==> config.mk <==
export PLATFORM = sky130hd
export DESIGN_NAME = mem_port_arbiter_flat
export DESIGN_NICKNAME = d
export VERILOG_FILES = /design/src/rtl/mem_port_arbiter_if.sv /design/src/rtl/mem_port_arbiter.sv /design/src/flat_wrapper.sv
export SDC_FILE = /design/constraint.sdc
export NUM_CORES = 1
export LEC_CHECK = 0
export CAP_MARGIN = 10
export CORE_ASPECT_RATIO = 1.5
export CORE_MARGIN = 10
export CORE_UTILIZATION = 39
export DETAILED_ROUTE_END_ITERATION = 12
export PLACE_DENSITY = 0.82
export SETUP_SLACK_MARGIN = 0.5
export SLEW_MARGIN = 15
export SYNTH_ARGS = -nofsm -noshare
export SYNTH_HDL_FRONTEND = slang
export SYNTH_SLANG_ARGS = --single-unit
==> constraint.sdc <==
create_clock -name Clk1 -period 2.7 [get_ports Clk1]
set_input_delay 0.54 -clock Clk1 [delete_from_list [all_inputs] [get_ports Clk1]]
set_output_delay 0.54 -clock Clk1 [all_outputs]
set_load 0.01 [all_outputs]
==> src/rtl/mem_port_arbiter_if.sv <==
// Bus bundle between the two requesters, the arbiter and the external memory model.
// Signal names match the system memory port so the memory model binds directly.
interface mem_port_arbiter_if #(
    parameter int AW = 16,
    parameter int DW = 16
);
    logic          req0;
    logic          req1;
    logic          lock0;
    logic          lock1;
    logic          rd0;
    logic          rd1;
    logic          wr0;
    logic          wr1;
    logic [AW-1:0] addr0;
    logic [AW-1:0] addr1;
    logic [DW-1:0] wdata0;
    logic [DW-1:0] wdata1;
    logic          gnt0;
    logic          gnt1;
    logic [DW-1:0] rdata0;
    logic [DW-1:0] rdata1;
    logic          rvalid0;
    logic          rvalid1;
    logic          err;
    logic [AW-1:0] Addr;
    logic          RD;
    logic          WR;
    logic [DW-1:0] DataOut;
    logic [DW-1:0] DataIn;

    modport slave (
        input  req0, req1, lock0, lock1, rd0, rd1, wr0, wr1,
        input  addr0, addr1, wdata0, wdata1, DataIn,
        output gnt0, gnt1, rdata0, rdata1, rvalid0, rvalid1, err,
        output Addr, RD, WR, DataOut
    );

    modport master (
        output req0, req1, lock0, lock1, rd0, rd1, wr0, wr1,
        output addr0, addr1, wdata0, wdata1, DataIn,
        input  gnt0, gnt1, rdata0, rdata1, rvalid0, rvalid1, err,
        input  Addr, RD, WR, DataOut
    );
endinterface

==> src/rtl/mem_port_arbiter.sv <==
// Round-robin arbiter for the shared 16-bit memory port with burst locking,
// registered memory commands and one-cycle read-data return to the issuing owner.
module mem_port_arbiter #(
    parameter int AW        = 16,
    parameter int DW        = 16,
    parameter int MAX_BURST = 16
) (
    input  logic               Clk1,
    input  logic               Reset,
    mem_port_arbiter_if.slave  bus
);
    typedef enum logic [1:0] {
        IDLE = 2'd0,
        OWN0 = 2'd1,
        OWN1 = 2'd2
    } state_e;

    localparam logic [4:0] BURST_MAX = 5'(MAX_BURST);

    state_e        state_q,   state_d;
    logic          ptr_q,     ptr_d;
    logic [4:0]    cnt_q,     cnt_d;
    logic          gnt0_q,    gnt0_d;
    logic          gnt1_q,    gnt1_d;
    logic [AW-1:0] addr_q,    addr_d;
    logic [DW-1:0] dout_q,    dout_d;
    logic          rd_q,      rd_d;
    logic          wr_q,      wr_d;
    logic          rd_own_q,  rd_own_d;
    logic          rvalid0_q, rvalid0_d;
    logic          rvalid1_q, rvalid1_d;
    logic          err_q,     err_d;

    logic          own1_s;
    logic          own_req_s;
    logic          own_lock_s;
    logic          own_rd_s;
    logic          own_wr_s;
    logic          oth_req_s;
    logic [AW-1:0] own_addr_s;
    logic [DW-1:0] own_wdata_s;

    assign own1_s      = (state_q == OWN1);
    assign own_req_s   = own1_s ? bus.req1   : bus.req0;
    assign own_lock_s  = own1_s ? bus.lock1  : bus.lock0;
    assign own_rd_s    = own1_s ? bus.rd1    : bus.rd0;
    assign own_wr_s    = own1_s ? bus.wr1    : bus.wr0;
    assign oth_req_s   = own1_s ? bus.req0   : bus.req1;
    assign own_addr_s  = own1_s ? bus.addr1  : bus.addr0;
    assign own_wdata_s = own1_s ? bus.wdata1 : bus.wdata0;

    // Arbitration, release decision and command capture for the next edge.
    always_comb begin
        state_d   = state_q;
        ptr_d     = ptr_q;
        cnt_d     = cnt_q;
        gnt0_d    = 1'b0;
        gnt1_d    = 1'b0;
        addr_d    = addr_q;
        dout_d    = dout_q;
        rd_d      = 1'b0;
        wr_d      = 1'b0;
        rd_own_d  = rd_own_q;
        err_d     = err_q;
        rvalid0_d = rd_q & ~rd_own_q;
        rvalid1_d = rd_q &  rd_own_q;

        case (state_q)
            IDLE: begin
                // ptr_q holds the last-served requester; requester 0 wins ties unless it was last
                if (bus.req0 && (!bus.req1 || ptr_q)) begin
                    state_d = OWN0;
                    ptr_d   = 1'b0;
                    cnt_d   = 5'd0;
                    gnt0_d  = 1'b1;
                end else if (bus.req1) begin
                    state_d = OWN1;
                    ptr_d   = 1'b1;
                    cnt_d   = 5'd0;
                    gnt1_d  = 1'b1;
                end else begin
                    state_d = IDLE;
                end
            end
            OWN0, OWN1: begin
                if (!own_req_s || ((cnt_q == BURST_MAX) && !own_lock_s && oth_req_s)) begin
                    state_d = IDLE;
                end else begin
                    gnt0_d = ~own1_s;
                    gnt1_d =  own1_s;
                    if (own_rd_s || own_wr_s) begin
                        addr_d   = own_addr_s;
                        dout_d   = own_wdata_s;
                        rd_d     = own_rd_s & ~own_wr_s;
                        wr_d     = own_wr_s;
                        rd_own_d = own1_s;
                        if (cnt_q != BURST_MAX) begin
                            cnt_d = cnt_q + 5'd1;
                        end else begin
                            cnt_d = cnt_q;
                        end
                        if (own_rd_s && own_wr_s) begin
                            err_d = 1'b1;
                        end else begin
                            err_d = err_q;
                        end
                    end else begin
                        cnt_d = cnt_q;
                    end
                end
            end
            default: begin
                state_d = IDLE;
            end
        endcase
    end

    // State and output registers with synchronous active-low reset.
    always_ff @(posedge Clk1) begin
        if (!Reset) begin
            state_q   <= IDLE;
            ptr_q     <= 1'b1;
            cnt_q     <= 5'd0;
            gnt0_q    <= 1'b0;
            gnt1_q    <= 1'b0;
            addr_q    <= '0;
            dout_q    <= '0;
            rd_q      <= 1'b0;
            wr_q      <= 1'b0;
            rd_own_q  <= 1'b0;
            rvalid0_q <= 1'b0;
            rvalid1_q <= 1'b0;
            err_q     <= 1'b0;
        end else begin
            state_q   <= state_d;
            ptr_q     <= ptr_d;
            cnt_q     <= cnt_d;
            gnt0_q    <= gnt0_d;
            gnt1_q    <= gnt1_d;
            addr_q    <= addr_d;
            dout_q    <= dout_d;
            rd_q      <= rd_d;
            wr_q      <= wr_d;
            rd_own_q  <= rd_own_d;
            rvalid0_q <= rvalid0_d;
            rvalid1_q <= rvalid1_d;
            err_q     <= err_d;
        end
    end

    assign bus.gnt0    = gnt0_q;
    assign bus.gnt1    = gnt1_q;
    assign bus.Addr    = addr_q;
    assign bus.DataOut = dout_q;
    assign bus.RD      = rd_q;
    assign bus.WR      = wr_q;
    assign bus.rvalid0 = rvalid0_q;
    assign bus.rvalid1 = rvalid1_q;
    assign bus.err     = err_q;
    // Read data is shared; rvalidN alone identifies the recipient.
    assign bus.rdata0  = bus.DataIn;
    assign bus.rdata1  = bus.DataIn;
endmodule

==> src/flat_wrapper.sv <==
// flat-port wrapper written by rule: the top's interface ports become plain ports
module mem_port_arbiter_flat 
#(
    parameter int AW        = 16,
    parameter int DW        = 16,
    parameter int MAX_BURST = 16
)
  (Clk1, Reset, bus_req0, bus_req1, bus_lock0, bus_lock1, bus_rd0, bus_rd1, bus_wr0, bus_wr1, bus_addr0, bus_addr1, bus_wdata0, bus_wdata1, bus_DataIn, bus_gnt0, bus_gnt1, bus_rdata0, bus_rdata1, bus_rvalid0, bus_rvalid1, bus_err, bus_Addr, bus_RD, bus_WR, bus_DataOut);
  mem_port_arbiter_if #(.AW(AW), .DW(DW)) bus_i ();
  input  logic Clk1;
  input  logic Reset;
  input wire logic [$bits(bus_i.req0)-1:0] bus_req0;
  input wire logic [$bits(bus_i.req1)-1:0] bus_req1;
  input wire logic [$bits(bus_i.lock0)-1:0] bus_lock0;
  input wire logic [$bits(bus_i.lock1)-1:0] bus_lock1;
  input wire logic [$bits(bus_i.rd0)-1:0] bus_rd0;
  input wire logic [$bits(bus_i.rd1)-1:0] bus_rd1;
  input wire logic [$bits(bus_i.wr0)-1:0] bus_wr0;
  input wire logic [$bits(bus_i.wr1)-1:0] bus_wr1;
  input wire logic [$bits(bus_i.addr0)-1:0] bus_addr0;
  input wire logic [$bits(bus_i.addr1)-1:0] bus_addr1;
  input wire logic [$bits(bus_i.wdata0)-1:0] bus_wdata0;
  input wire logic [$bits(bus_i.wdata1)-1:0] bus_wdata1;
  input wire logic [$bits(bus_i.DataIn)-1:0] bus_DataIn;
  output wire logic [$bits(bus_i.gnt0)-1:0] bus_gnt0;
  output wire logic [$bits(bus_i.gnt1)-1:0] bus_gnt1;
  output wire logic [$bits(bus_i.rdata0)-1:0] bus_rdata0;
  output wire logic [$bits(bus_i.rdata1)-1:0] bus_rdata1;
  output wire logic [$bits(bus_i.rvalid0)-1:0] bus_rvalid0;
  output wire logic [$bits(bus_i.rvalid1)-1:0] bus_rvalid1;
  output wire logic [$bits(bus_i.err)-1:0] bus_err;
  output wire logic [$bits(bus_i.Addr)-1:0] bus_Addr;
  output wire logic [$bits(bus_i.RD)-1:0] bus_RD;
  output wire logic [$bits(bus_i.WR)-1:0] bus_WR;
  output wire logic [$bits(bus_i.DataOut)-1:0] bus_DataOut;
  assign bus_i.req0 = bus_req0;
  assign bus_i.req1 = bus_req1;
  assign bus_i.lock0 = bus_lock0;
  assign bus_i.lock1 = bus_lock1;
  assign bus_i.rd0 = bus_rd0;
  assign bus_i.rd1 = bus_rd1;
  assign bus_i.wr0 = bus_wr0;
  assign bus_i.wr1 = bus_wr1;
  assign bus_i.addr0 = bus_addr0;
  assign bus_i.addr1 = bus_addr1;
  assign bus_i.wdata0 = bus_wdata0;
  assign bus_i.wdata1 = bus_wdata1;
  assign bus_i.DataIn = bus_DataIn;
  assign bus_gnt0 = bus_i.gnt0;
  assign bus_gnt1 = bus_i.gnt1;
  assign bus_rdata0 = bus_i.rdata0;
  assign bus_rdata1 = bus_i.rdata1;
  assign bus_rvalid0 = bus_i.rvalid0;
  assign bus_rvalid1 = bus_i.rvalid1;
  assign bus_err = bus_i.err;
  assign bus_Addr = bus_i.Addr;
  assign bus_RD = bus_i.RD;
  assign bus_WR = bus_i.WR;
  assign bus_DataOut = bus_i.DataOut;
  mem_port_arbiter #(.AW(AW), .DW(DW), .MAX_BURST(MAX_BURST)) u_core (.Clk1(Clk1), .Reset(Reset), .bus(bus_i));
endmodule
==> summary.md <==
• finished, final reports clean — status
• yes — TritonCTS clock tree
• 0.237 — fraction of final layout cells sized beyond drive strength 1
• 13100 um — wire length of the first global-routing pass
• 0.585 ns — transition time of the tightest slew-check pin
• 0 — number of design rule violations left after detail routing
• 0.277 mV — worst ir drop on vdd
• 2 — deepest clock path buffer count
• 0.66 ns — register-to-register setup slack
• 0 — total inserted antenna cells
• 2 — H-tree level count
• -0.0992 ns — DP Worst Slack
• 3960 um^2 — final cell area excluding filler cells
• 17.9 um — Wirelength per Cell
• 11200 um^2 — area of the die
• 1 — hold depth
• sky130_fd_sc_hd__clkbuf_8 — root cell of the clock tree
• 5.20 — number of vias per cell
• 89.8 um — horizontal die dimension
• u_core.rd_own_q — Hold Path Origin
• 34 — maximum number of pins on one net before global-route repair
• 10.1 um^2 — synthesized area divided by synthesized cell count
• u_core.bus.rvalid0 — hold endpoint
• 48 — # clock sinks
• sky130_fd_sc_hd__dfxtp_1 34%, sky130_fd_sc_hd__a211oi_2 13%, sky130_fd_sc_hd__mux2i_1 12% — cell types occupying the most area after synthesis
• 38 — row count
• 112 — number of buffers inserted by port buffering
• 0 — proportion of register bits with asynchronous set or reset after synthesis
• 48 — Yosys reg bits
• 16 — worst-path maximum fanout
• 0 — quantity of hold-fixing buffers added after cts
• flip-flop — CP Launch Type
• 0 — number of endpoints with negative hold slack in the final report
• 283 — Cells after Synth
• 7180 um^2 — area of the core region
• 485 nW/um^2 — pwr/cell area
• 6410 um — Final HPWL DP
• no — RSZ-0062 raised after global routing
• 0.609 — max_slew headroom
• sky130_fd_sc_hd__dfxtp_1 — largest area contributor in the synthesized netlist
• 0.337 — portion of the post-synthesis area used by sequential elements
• 0.09 ns — Reg clk slew, reported paths
• 0.30 ns — Worst-Skew Late Latency
• 0.00835 ns — Final Skew
• 378 — number of nets in the synthesized netlist
• 2.04 ns — Final Critical Period
• 0.50 ns — worst stage delay on the critical path
• 2.86 ns — CP Data Required Time
• 38.9% — growth of design area from synthesis to finish
• 642 — total of fill cells in the finished design
• sky130_fd_sc_hd__dfxtp_1 — most common flop cell mapped by yosys
• 1.30 nW — cell leakage power
• flip-flop to flip-flop — Worst Hold Class
• 161 — number of top-level pins
• 0.551 — core utilization of the finished layout
• flip-flop — critical path endpoint category
• 6 — depth of the worst register-to-register path
• 0 — MaxCap Viol Count
• 48 x sky130_fd_sc_hd__dfxtp_1, 35 x sky130_fd_sc_hd__buf_4, 35 x sky130_fd_sc_hd__mux2i_1 — Commonest cells post-synth
• sky130_fd_sc_hd__nor2_4 — standard cell with the maximum stage delay on the critical path
• 0 — count of flip-flops with a built-in enable after synthesis
• 2540 — number of global-route vias before repair
• 125 um — die height
• 0.397 — starting density of the core
• 0.757 — final worst path period share
• u_core.bus.DataOut[8] — end of the worst register-to-register path
• 0.141 — global routing usage summed across all routing layers
• 2389 — via total after detailed routing
• 489 MHz — top achievable clock speed
• 93 — Iter 0 DRT Violations
• 0 — total congestion overflow after global routing
• 0.337 — share of the synthesized area in the top cell type
• 2.20 ns — crit path DAT
• inv_1 > ha_2 > and3b_1 > o21a_1 > nor2_4 > a211oi_2 — cells along the critical path
• 0 — antenna violation net count after detailed routing
• 453 — net count reported at finish
• 0 — total of endpoints with negative setup slack in the final report
• 1510 um^2 — multi-input gate area in the final layout
• 2850 um^2 — Post-Synthesis Cell Area
• 0 — number of warnings reported in the yosys synthesis log
• 0.861 — global placement routability congestion
• sky130_fd_sc_hd__dfxtp_1 — most frequent cell after synthesis
• u_core.state_q[0] — startpoint of the most critical register-to-register path
• 3800 um^2 — cell area after placement
• 0 — antenna violations before repair
• 8200 um — Routed WL
• flip-flop to flip-flop — critical setup path kind
• 0 — Pins Over Slew Limit
• 5 — CTS Buf Count
• 0.656 ns — PnR worst setup slack
• 4 — Pre-antenna DRT Iters
• 40 — Yosys cell types
• 961 um^2 — Sequential Area
## power by group
part	switching, mW	internal, mW	total [mW]	leakage (nW)
Combinational	0.273	0.331	0.604	0.852
Sequential	0.0376	0.765	0.803	0.391
Clock	0.238	0.275	0.514	0.0552
## critical path: cells and delay by family (launching register included)
family / cells / cell delay, ns
simple gates: 2 / 0.75
fa+ha+maj: 1 / 0.27
flops: 1 / 0.36
buf+inv: 1 / 0.07
compound gates: 2 / 0.44
## sequential cells by signal (all words and copies together) (netlist names)
| name | count |
|---|---|
| u_core.bus.RD | 1 |
| u_core.bus.rvalid0 | 1 |
| u_core.state_q | 2 |
| u_core.cnt_q | 5 |
| u_core.bus.DataOut | 16 |
| u_core.rd_own_q | 1 |
| u_core.bus.gnt0 | 1 |
| u_core.bus.gnt1 | 1 |
| u_core.bus.Addr | 16 |
| u_core.bus.rvalid1 | 1 |
| u_core.bus.WR | 1 |
| u_core.ptr_q | 1 |
| u_core.bus.err | 1 |
## cell families (layout without fill, tap and decap cells)
logic type / Yosys count / in the layout / synth area share
AND/OR/NAND/NOR: 42 / 43 / 0.0865
multiplexers: 36 / 36 / 0.128
AO/OA/AOI/OAI: 89 / 89 / 0.281
flip-flops: 48 / 48 / 0.337
buffers and inverters: 63 / 138 / 0.145
adder cells (fa/ha/maj): 5 / 5 / 0.0220
## routing by layer
layer	wire, um	track usage	vias to the layer above
met2	4390	0.261	84
met4	261	0.0583	0
met3	607	0.0368	26
met1	2950	0.145	1133
met5	0	0	-
li1	-	-	1146
## through the flow
| step | setup TNS (ns) | instances | total power [mW] | hold WS, ns |
|---|---|---|---|---|
| final | 0 | 459 | 1.92 | 0.454 |
| after global routing | 0 | 459 | 2.02 | 0.480 |
| after CTS | 0 | 457 | 1.93 | 0.451 |
| after detailed placement | -2.11 | 448 | 1.42 | 0.436 |
| after global placement | 0 | 448 | 1.40 | 0.423 |
| after floorplan | 0 | 283 | 1.19 | 0.397 |
## cell type report
class	instances	share of cell area
tap	100	0.0316
inverter	9	0.00854
clock buffer	6	0.0183
timing repair buffer	121	0.308
clock inverter	2	0.00885
sequential	48	0.243
multi-input combinational	173	0.382
## layout by cell type (no fill, tap or decap), types with 4 or more instances in the layout
cell,Yosys,routed
sky130_fd_sc_hd__nand2_1,10,10
sky130_fd_sc_hd__buf_4,35,6
sky130_fd_sc_hd__dfxtp_1,48,48
sky130_fd_sc_hd__o21ai_0,4,4
sky130_fd_sc_hd__inv_1,9,8
sky130_fd_sc_hd__clkbuf_8,0,5
sky130_fd_sc_hd__a211oi_1,4,4
sky130_fd_sc_hd__nor3_1,4,4
sky130_fd_sc_hd__clkdlybuf4s50_1,0,112
sky130_fd_sc_hd__ha_1,5,4
sky130_fd_sc_hd__mux2i_1,35,35
sky130_fd_sc_hd__a21oi_1,13,13
sky130_fd_sc_hd__a211oi_2,30,30
sky130_fd_sc_hd__nand3_1,9,9
sky130_fd_sc_hd__a21oi_2,27,27
## what timing repair did
action                     CTS  global route
setup buffers                0             2
setup endpoints to repair   33            13
resized for setup            1             3
gates cloned                 1             0
hold endpoints to repair     0             0
pin swaps                    1             1
## worst max path at each step
stage / slack [ns] / cells after the start / start / to
floorplan: 0.82 / 9 / u_core.state_q[0] / u_core.bus.Addr[10]
CTS: 0.55 / 5 / bus_req1 / u_core.bus.DataOut[12]
global placement: 0.01 / 5 / bus_req0 / u_core.bus.RD
global route: 0.50 / 6 / u_core.state_q[0] / u_core.bus.DataOut[7]
detailed placement: -0.1 / 5 / bus_req0 / u_core.bus.DataOut[12]
finish: 0.66 / 6 / u_core.state_q[0] / u_core.bus.DataOut[8]
No activity file was read; power rests on OpenSTA's default activity.
